<file path="src/rtl/mavg_pkg.sv">
`default_nettype none
// +----------------------------------------------------------------------------+
// | Module      : mavg_pkg                                                     |
// | Description : Legal parameter ranges and sizing helpers for mavg_ring.     |
// | Revision    : 1.0 - initial release                                        |
// +----------------------------------------------------------------------------+
package mavg_pkg;

    localparam int c_sample_w_min   = 8;
    localparam int c_sample_w_max   = 24;
    localparam int c_log2_depth_min = 1;
    localparam int c_log2_depth_max = 6;

    // A sum of 2^log2_depth samples needs log2_depth extra bits to stay exact.
    function automatic int sum_width(input int sample_w, input int log2_depth);
        return sample_w + log2_depth;
    endfunction

    function automatic int round_offset(input int log2_depth);
        return 1 << (log2_depth - 1);
    endfunction

endpackage
`default_nettype wire

</file>
<file path="src/rtl/mavg_ring_chan.sv">
`default_nettype none
// +----------------------------------------------------------------------------+
// | Module      : mavg_ring_chan                                               |
// | Description : One channel: circular history, running sum, round and shift. |
// |               MAVG_ROUND_EN selects round-half-up instead of floor.        |
// | Revision    : 1.0 - initial release                                        |
// +----------------------------------------------------------------------------+
module mavg_ring_chan
    import mavg_pkg::*;
#(
    parameter int SAMPLE_W   = 16,
    parameter int LOG2_DEPTH = 3
) (
    input  logic                  clk,
    input  logic                  rst,
    input  logic                  i_clear,
    input  logic                  i_wr_en,
    input  logic [LOG2_DEPTH-1:0] i_wr_ptr,
    input  logic [SAMPLE_W-1:0]   i_sample,
    output logic [SAMPLE_W-1:0]   o_avg
);

    localparam int DEPTH = 1 << LOG2_DEPTH;
    localparam int SUM_W = sum_width(SAMPLE_W, LOG2_DEPTH);

    logic signed [SAMPLE_W-1:0] r_buf [DEPTH];
    logic signed [SUM_W-1:0]    r_sum;
    logic signed [SUM_W-1:0]    w_x_ext;
    logic signed [SUM_W-1:0]    w_old_ext;
    logic signed [SUM_W-1:0]    w_sum_n;
    logic signed [SUM_W-1:0]    w_rounded;

    assign w_x_ext   = SUM_W'($signed(i_sample));
    assign w_old_ext = SUM_W'(r_buf[i_wr_ptr]);
    // The true window sum always fits SUM_W, so modular wrap of the
    // intermediate terms cancels out.
    assign w_sum_n   = r_sum + w_x_ext - w_old_ext;

`ifdef MAVG_ROUND_EN
    localparam logic signed [SUM_W-1:0] c_round_off = SUM_W'(round_offset(LOG2_DEPTH));
    assign w_rounded = w_sum_n + c_round_off;
`else
    assign w_rounded = w_sum_n;
`endif

    assign o_avg = SAMPLE_W'(w_rounded >>> LOG2_DEPTH);

    always_ff @(posedge clk) begin
        if (rst || i_clear) begin
            r_sum <= '0;
            for (int i = 0; i < DEPTH; i++) begin
                r_buf[i] <= '0;
            end
        end else if (i_wr_en) begin
            r_buf[i_wr_ptr] <= $signed(i_sample);
            r_sum           <= w_sum_n;
        end
    end

endmodule
`default_nettype wire

</file>
<file path="src/rtl/mavg_ring.sv">
`default_nettype none
// +----------------------------------------------------------------------------+
// | Module      : mavg_ring                                                    |
// | Description : Stereo moving-average filter with flush, bypass and priming. |
// |               Define MAVG_ROUND_EN for round-half-up averaging.            |
// | Revision    : 1.0 - initial release                                        |
// +----------------------------------------------------------------------------+
module mavg_ring
    import mavg_pkg::*;
#(
    parameter int SAMPLE_W   = 16,
    parameter int LOG2_DEPTH = 3
) (
    input  logic                  clk,
    input  logic                  rst,
    input  logic                  in_valid,
    input  logic [2*SAMPLE_W-1:0] audioIn,
    input  logic                  flush,
    input  logic                  bypass,
    output logic [2*SAMPLE_W-1:0] audioOut,
    output logic                  out_valid,
    output logic                  primed
);

    localparam int DEPTH = 1 << LOG2_DEPTH;
    localparam logic [LOG2_DEPTH:0] c_depth    = (LOG2_DEPTH+1)'(DEPTH);
    localparam logic [LOG2_DEPTH:0] c_depth_m1 = (LOG2_DEPTH+1)'(DEPTH - 1);

    if (SAMPLE_W < c_sample_w_min || SAMPLE_W > c_sample_w_max ||
        LOG2_DEPTH < c_log2_depth_min || LOG2_DEPTH > c_log2_depth_max) begin : g_param_err
        $error("mavg_ring: SAMPLE_W or LOG2_DEPTH out of range");
    end

    logic [LOG2_DEPTH-1:0] r_wr_ptr;
    logic [LOG2_DEPTH:0]   r_fill;
    logic                  r_primed;
    logic                  r_out_valid;
    logic [2*SAMPLE_W-1:0] r_audio_out;
    logic [2*SAMPLE_W-1:0] w_avg;
    logic                  w_accept;

    // A sample arriving with flush is dropped.
    assign w_accept = in_valid && !flush;

    for (genvar gi = 0; gi < 2; gi++) begin : g_chan
        mavg_ring_chan #(
            .SAMPLE_W   (SAMPLE_W),
            .LOG2_DEPTH (LOG2_DEPTH)
        ) u_chan (
            .clk      (clk),
            .rst      (rst),
            .i_clear  (flush),
            .i_wr_en  (w_accept),
            .i_wr_ptr (r_wr_ptr),
            .i_sample (audioIn[gi*SAMPLE_W +: SAMPLE_W]),
            .o_avg    (w_avg[gi*SAMPLE_W +: SAMPLE_W])
        );
    end

    always_ff @(posedge clk) begin
        if (rst) begin
            r_wr_ptr    <= '0;
            r_fill      <= '0;
            r_primed    <= 1'b0;
            r_out_valid <= 1'b0;
            r_audio_out <= '0;
        end else if (flush) begin
            r_wr_ptr    <= '0;
            r_fill      <= '0;
            r_primed    <= 1'b0;
            r_out_valid <= 1'b0;
        end else begin
            r_out_valid <= in_valid;
            if (in_valid) begin
                r_wr_ptr    <= r_wr_ptr + 1'b1;
                r_audio_out <= bypass ? audioIn : w_avg;
                if (r_fill != c_depth) begin
                    r_fill <= r_fill + 1'b1;
                end
                if (r_fill == c_depth_m1) begin
                    r_primed <= 1'b1;
                end
            end
        end
    end

    assign audioOut  = r_audio_out;
    assign out_valid = r_out_valid;
    assign primed    = r_primed;

endmodule
`default_nettype wire

</file>
<file path="config.mk">
export PLATFORM = sky130hd
export DESIGN_NAME = mavg_ring
export DESIGN_NICKNAME = d
export VERILOG_FILES = /design/src/rtl/mavg_pkg.sv /design/src/rtl/mavg_ring_chan.sv /design/src/rtl/mavg_ring.sv
export SDC_FILE = /design/constraint.sdc
export NUM_CORES = 1
export LEC_CHECK = 0
export BUFFER_PORTS_ARGS = -buffer_cell sky130_fd_sc_hd__buf_2
export CAP_MARGIN = 20
export CELL_PAD_IN_SITES_DETAIL_PLACEMENT = 2
export CELL_PAD_IN_SITES_GLOBAL_PLACEMENT = 2
export CORE_MARGIN = 4
export CORE_UTILIZATION = 35
export DETAILED_ROUTE_END_ITERATION = 7
export GPL_TIMING_DRIVEN = 0
export PLACE_DENSITY_LB_ADDON = 0.1
export SYNTH_ARGS = -nofsm -noshare
export SYNTH_HDL_FRONTEND = slang
export SYNTH_SLANG_ARGS = --single-unit
</file>
<file path="constraint.sdc">
create_clock -name clk -period 12.5 [get_ports clk]
set_clock_uncertainty 0.1 [all_clocks]
set_input_delay 1.875 -clock clk [delete_from_list [all_inputs] [get_ports clk]]
set_output_delay 1.875 -clock clk [all_outputs]
set_load 0.05 [all_outputs]
</file>
==> flow_summary_export.csv <==
group,metric,value,unit
critical_path,critPathCaptureType,"flip-flop",
grt,grt_max_degree,23,
routing,vias,13066,
min_path,hold_path_class,"flip-flop to flip-flop",
grt,grt_pass1_vias,14319,
cts,clk_latency,0.58,ns
grt,grt_pass1_wl,96700,microns
pwr,leakagePower,7.72,nW
placed_design,dpl_worst_slack,7.04,ns
finish,stdcell_count,2326,
timing,fin_ws,7.00,ns
synthesis,syn-num-nets,1612,
grt,grt-ovfl-total,0,
synthesis,ys_async_sr_fraction,0,%
placed_design,place.gp.congestion,0.808,
critical_path,cp_max_fo,10,
grt,busiest_layer,"met2",
cts,post-cts-setup-buffer-count,0,
synthesis,yosysMostFrequentCell,"edfxtp_1",
grt,gr-usage-met3,3.37,%
cts,path_clk_slew,0.06,ns
floorplanning,die_y,233,microns
grt,use_met2,42.7,%
job,maxCapViolations,0,
routing,wl_per_cell,28.4,microns
timing,setup_viol,0,
finish,area_growth,16.1,%
placed_design,placedCellCount,2247,
placed_design,place_hpwl,48300,microns
finish,finalNetCount,1735,
timing,finalCritPeriodShare,44.0,%
timing,max-slew-margin-rel,32.1,%
critical_path,crit_required,12.87,ns
critical_path,crit_arrival,5.87,ns
grt,grt_use_total,24.3,%
cts,cts_resized,0,
status,outcome,"completed",
timing,slew_violations,0,
floorplanning,die_area,54500,sq um
critical_path,start_kind,"flip-flop",
synthesis,synth-seq-cells,338,
finish,drive_gt1_share,16.6,%
floorplanning,die_x,233,microns
routing,drt-initial-drc-count,778,
routing,detail-route-antenna-nets,0,
floorplanning,io-pin-count,71,
routing,viasPerCell,5.62,
routing,drtPass1Iterations,4,
synthesis,synth_edf_count,256,
synthesis,ys.flop_type,"edfxtp_1",
timing,fmax,182,MHz
grt,grt_use_met1,31.6,%
pwr,total_power,3.41,mW
synthesis,synthTopCellsByArea,"edfxtp_1, dfxtp_1, mux4_2",
routing,drc_errors,0,
synthesis,synth_top_area_share,43.2,%
cts,cts_inserted_buffers,42,
timing,setup_tns,0,ns
cts,cts_tree,"done",
floorplanning,row_count,82,
pwr,vdd_ir_drop_max,101,uV
synthesis,yosysWarnings,0,
synthesis,netlist_instances,1496,
cts,cts-root-buf,"clkbuf_16",
floorplanning,initial_core_util,35.4,%
timing,finalCriticalPeriod,5.50,ns
timing,rsz0062_at_grt,"false",
synthesis,seq_area_frac_synth,52.5,%
critical_path,critPathKind,"flip-flop to flip-flop",
floorplanning,fp.coreArea,50200,sq um
synthesis,avgSynthCellArea,11.9,sq um
timing,tightest_slew,1.02,ns
routing,routed_wl,66000,microns
pwr,power_density,165,nW/um^2
timing,hold_viol_final,0,
synthesis,synth_top_area_cell,"edfxtp_1",
finish,nFillCells,5149,
synthesis,synth_cell_type_count,74,
grt,antenna_found_initial,0,
synthesis,synthesis.area,17800,sq um
cts,cts_hold_buf,0,
cts,clockBufferDepth,3,
cts,htreeDepth,2,
placed_design,io_buffers,70,
synthesis,synthTopCellsByCount,"edfxtp_1, nor4_1, inv_1",
cts,cts_sinks,338,
[cell families (layout without fill, tap and decap cells)]
| logic type | count (synthesis) | in the layout | share of synthesized area [%] |
|---|---|---|---|
| adders and majority gates | 79 | 79 | 7.08 |
| other | 0 | 1 | 0 |
| xor gates and xnor gates | 31 | 31 | 1.53 |
| AOI/OAI and AO/OA | 202 | 202 | 7.82 |
| DFF | 338 | 338 | 52.5 |
| muxes | 123 | 123 | 11.6 |
| and+or+nand+nor | 469 | 469 | 14.1 |
| buffers and inverters | 254 | 411 | 5.42 |
[per-stage QoR]
step	util, %	cell area (sq um)	hold WS, ns
global placement	37.8	19000	0.344
finish	41.1	20600	0.378
detailed placement	38.3	19200	0.350
CTS	41.1	20600	0.381
global route	41.1	20600	0.406
floorplan	-	17800	0.350
[flip-flops by register name (all words and copies together) (netlist names), named ones only]
| name | flops |
|---|---|
| r_fill | 4 |
| g_chan.u_chan.r_buf | 256 |
| g_chan.u_chan.r_sum | 38 |
| out_valid | 1 |
| audioOut | 32 |
| primed | 1 |
| r_wr_ptr | 3 |
[per-layer routing]
layer  vias to the layer above  share of wire, %  wire length [microns]
li1                       5809                 -                      -
met1                      6882                43                  28200
met2                       292                51                  33400
met3                        83               4.0                   2630
met4                         0               2.6                   1710
met5                         -                 0                      0
[worst paths after layout]
path / start / endpoint / slack (ns) / cells past startpoint
worst min register to register: audioOut[4]$_SDFFE_PP0P_ / audioOut[4]$_SDFFE_PP0P_ / 0.38 / 2
worst max-delay path: flip-flop / audioOut[27]$_SDFFE_PP0P_ / 7.00 / 13
worst max register to register: flip-flop / audioOut[27]$_SDFFE_PP0P_ / 7.00 / 13
worst min-delay path: audioOut[4]$_SDFFE_PP0P_ / audioOut[4]$_SDFFE_PP0P_ / 0.38 / 2
[critical path: stages, from the launching register on]
cell and delay, ns:
dfxtp_1 0.30, clkbuf_1 0.65, buf_2 0.54, mux4_2 0.57, mux2i_1 0.45, fa_1 0.51, ha_1 0.35, a21o_1 0.24
a221oi_2 0.52, nand2_2 0.13, a311oi_1 0.30, xor2_1 0.41, o211ai_1 0.13, o211a_1 0.16
[where the power goes]
group | switching (mW) | internal (mW)
Sequential | 0.0247 | 1.27
Clock | 0.517 | 0.779
Combinational | 0.536 | 0.285
[final cells by class]
class / instances / area (sq um) / share of cell area [%]
flip-flops and latches: 338 / 9330 / 45.2
multi-input cells: 904 / 7530 / 36.5
clock buffers: 55 / 1120 / 5.43
well taps: 672 / 841 / 4.07
repair buffers: 79 / 541 / 2.62
inverters: 139 / 522 / 2.53
plain buffers: 115 / 443 / 2.15
clock inverters: 23 / 310 / 1.50
diodes: 1 / 2.50 / 0.0121
[placed cells by master, fill, tap and decap left out, types with 7 or more instances in the layout]
cell type  Yosys  routed
mux2_2        28      28
o21ai_1        8       8
fa_1          36      36
o21ai_0       38      35
buf_1         14      14
a21oi_1       54      54
xnor2_1       14      14
mux4_2        64      64
a21o_1        16      16
bufinv_16      0       7
nor4_1       114     114
o21a_1         7       7
nor3_1        97      97
nor2_1        79      79
clkbuf_16      0      43
xor2_1        17      17
clkbuf_1      92     104
mux2i_1       31      31
nand2_1       50      50
nand3_1       17      17
edfxtp_1     256     256
buf_2          9      79
inv_1        109     109
clkinv_1      28      32
dfxtp_1       82      82
ha_1          43      43
and2_1        64      64
a311oi_1       7       7
nand2b_1      13       8
a211oi_1      14      14
o211ai_1      10      10
clkinv_2       0       9
Note: power is estimated with default switching activity, not from simulation.
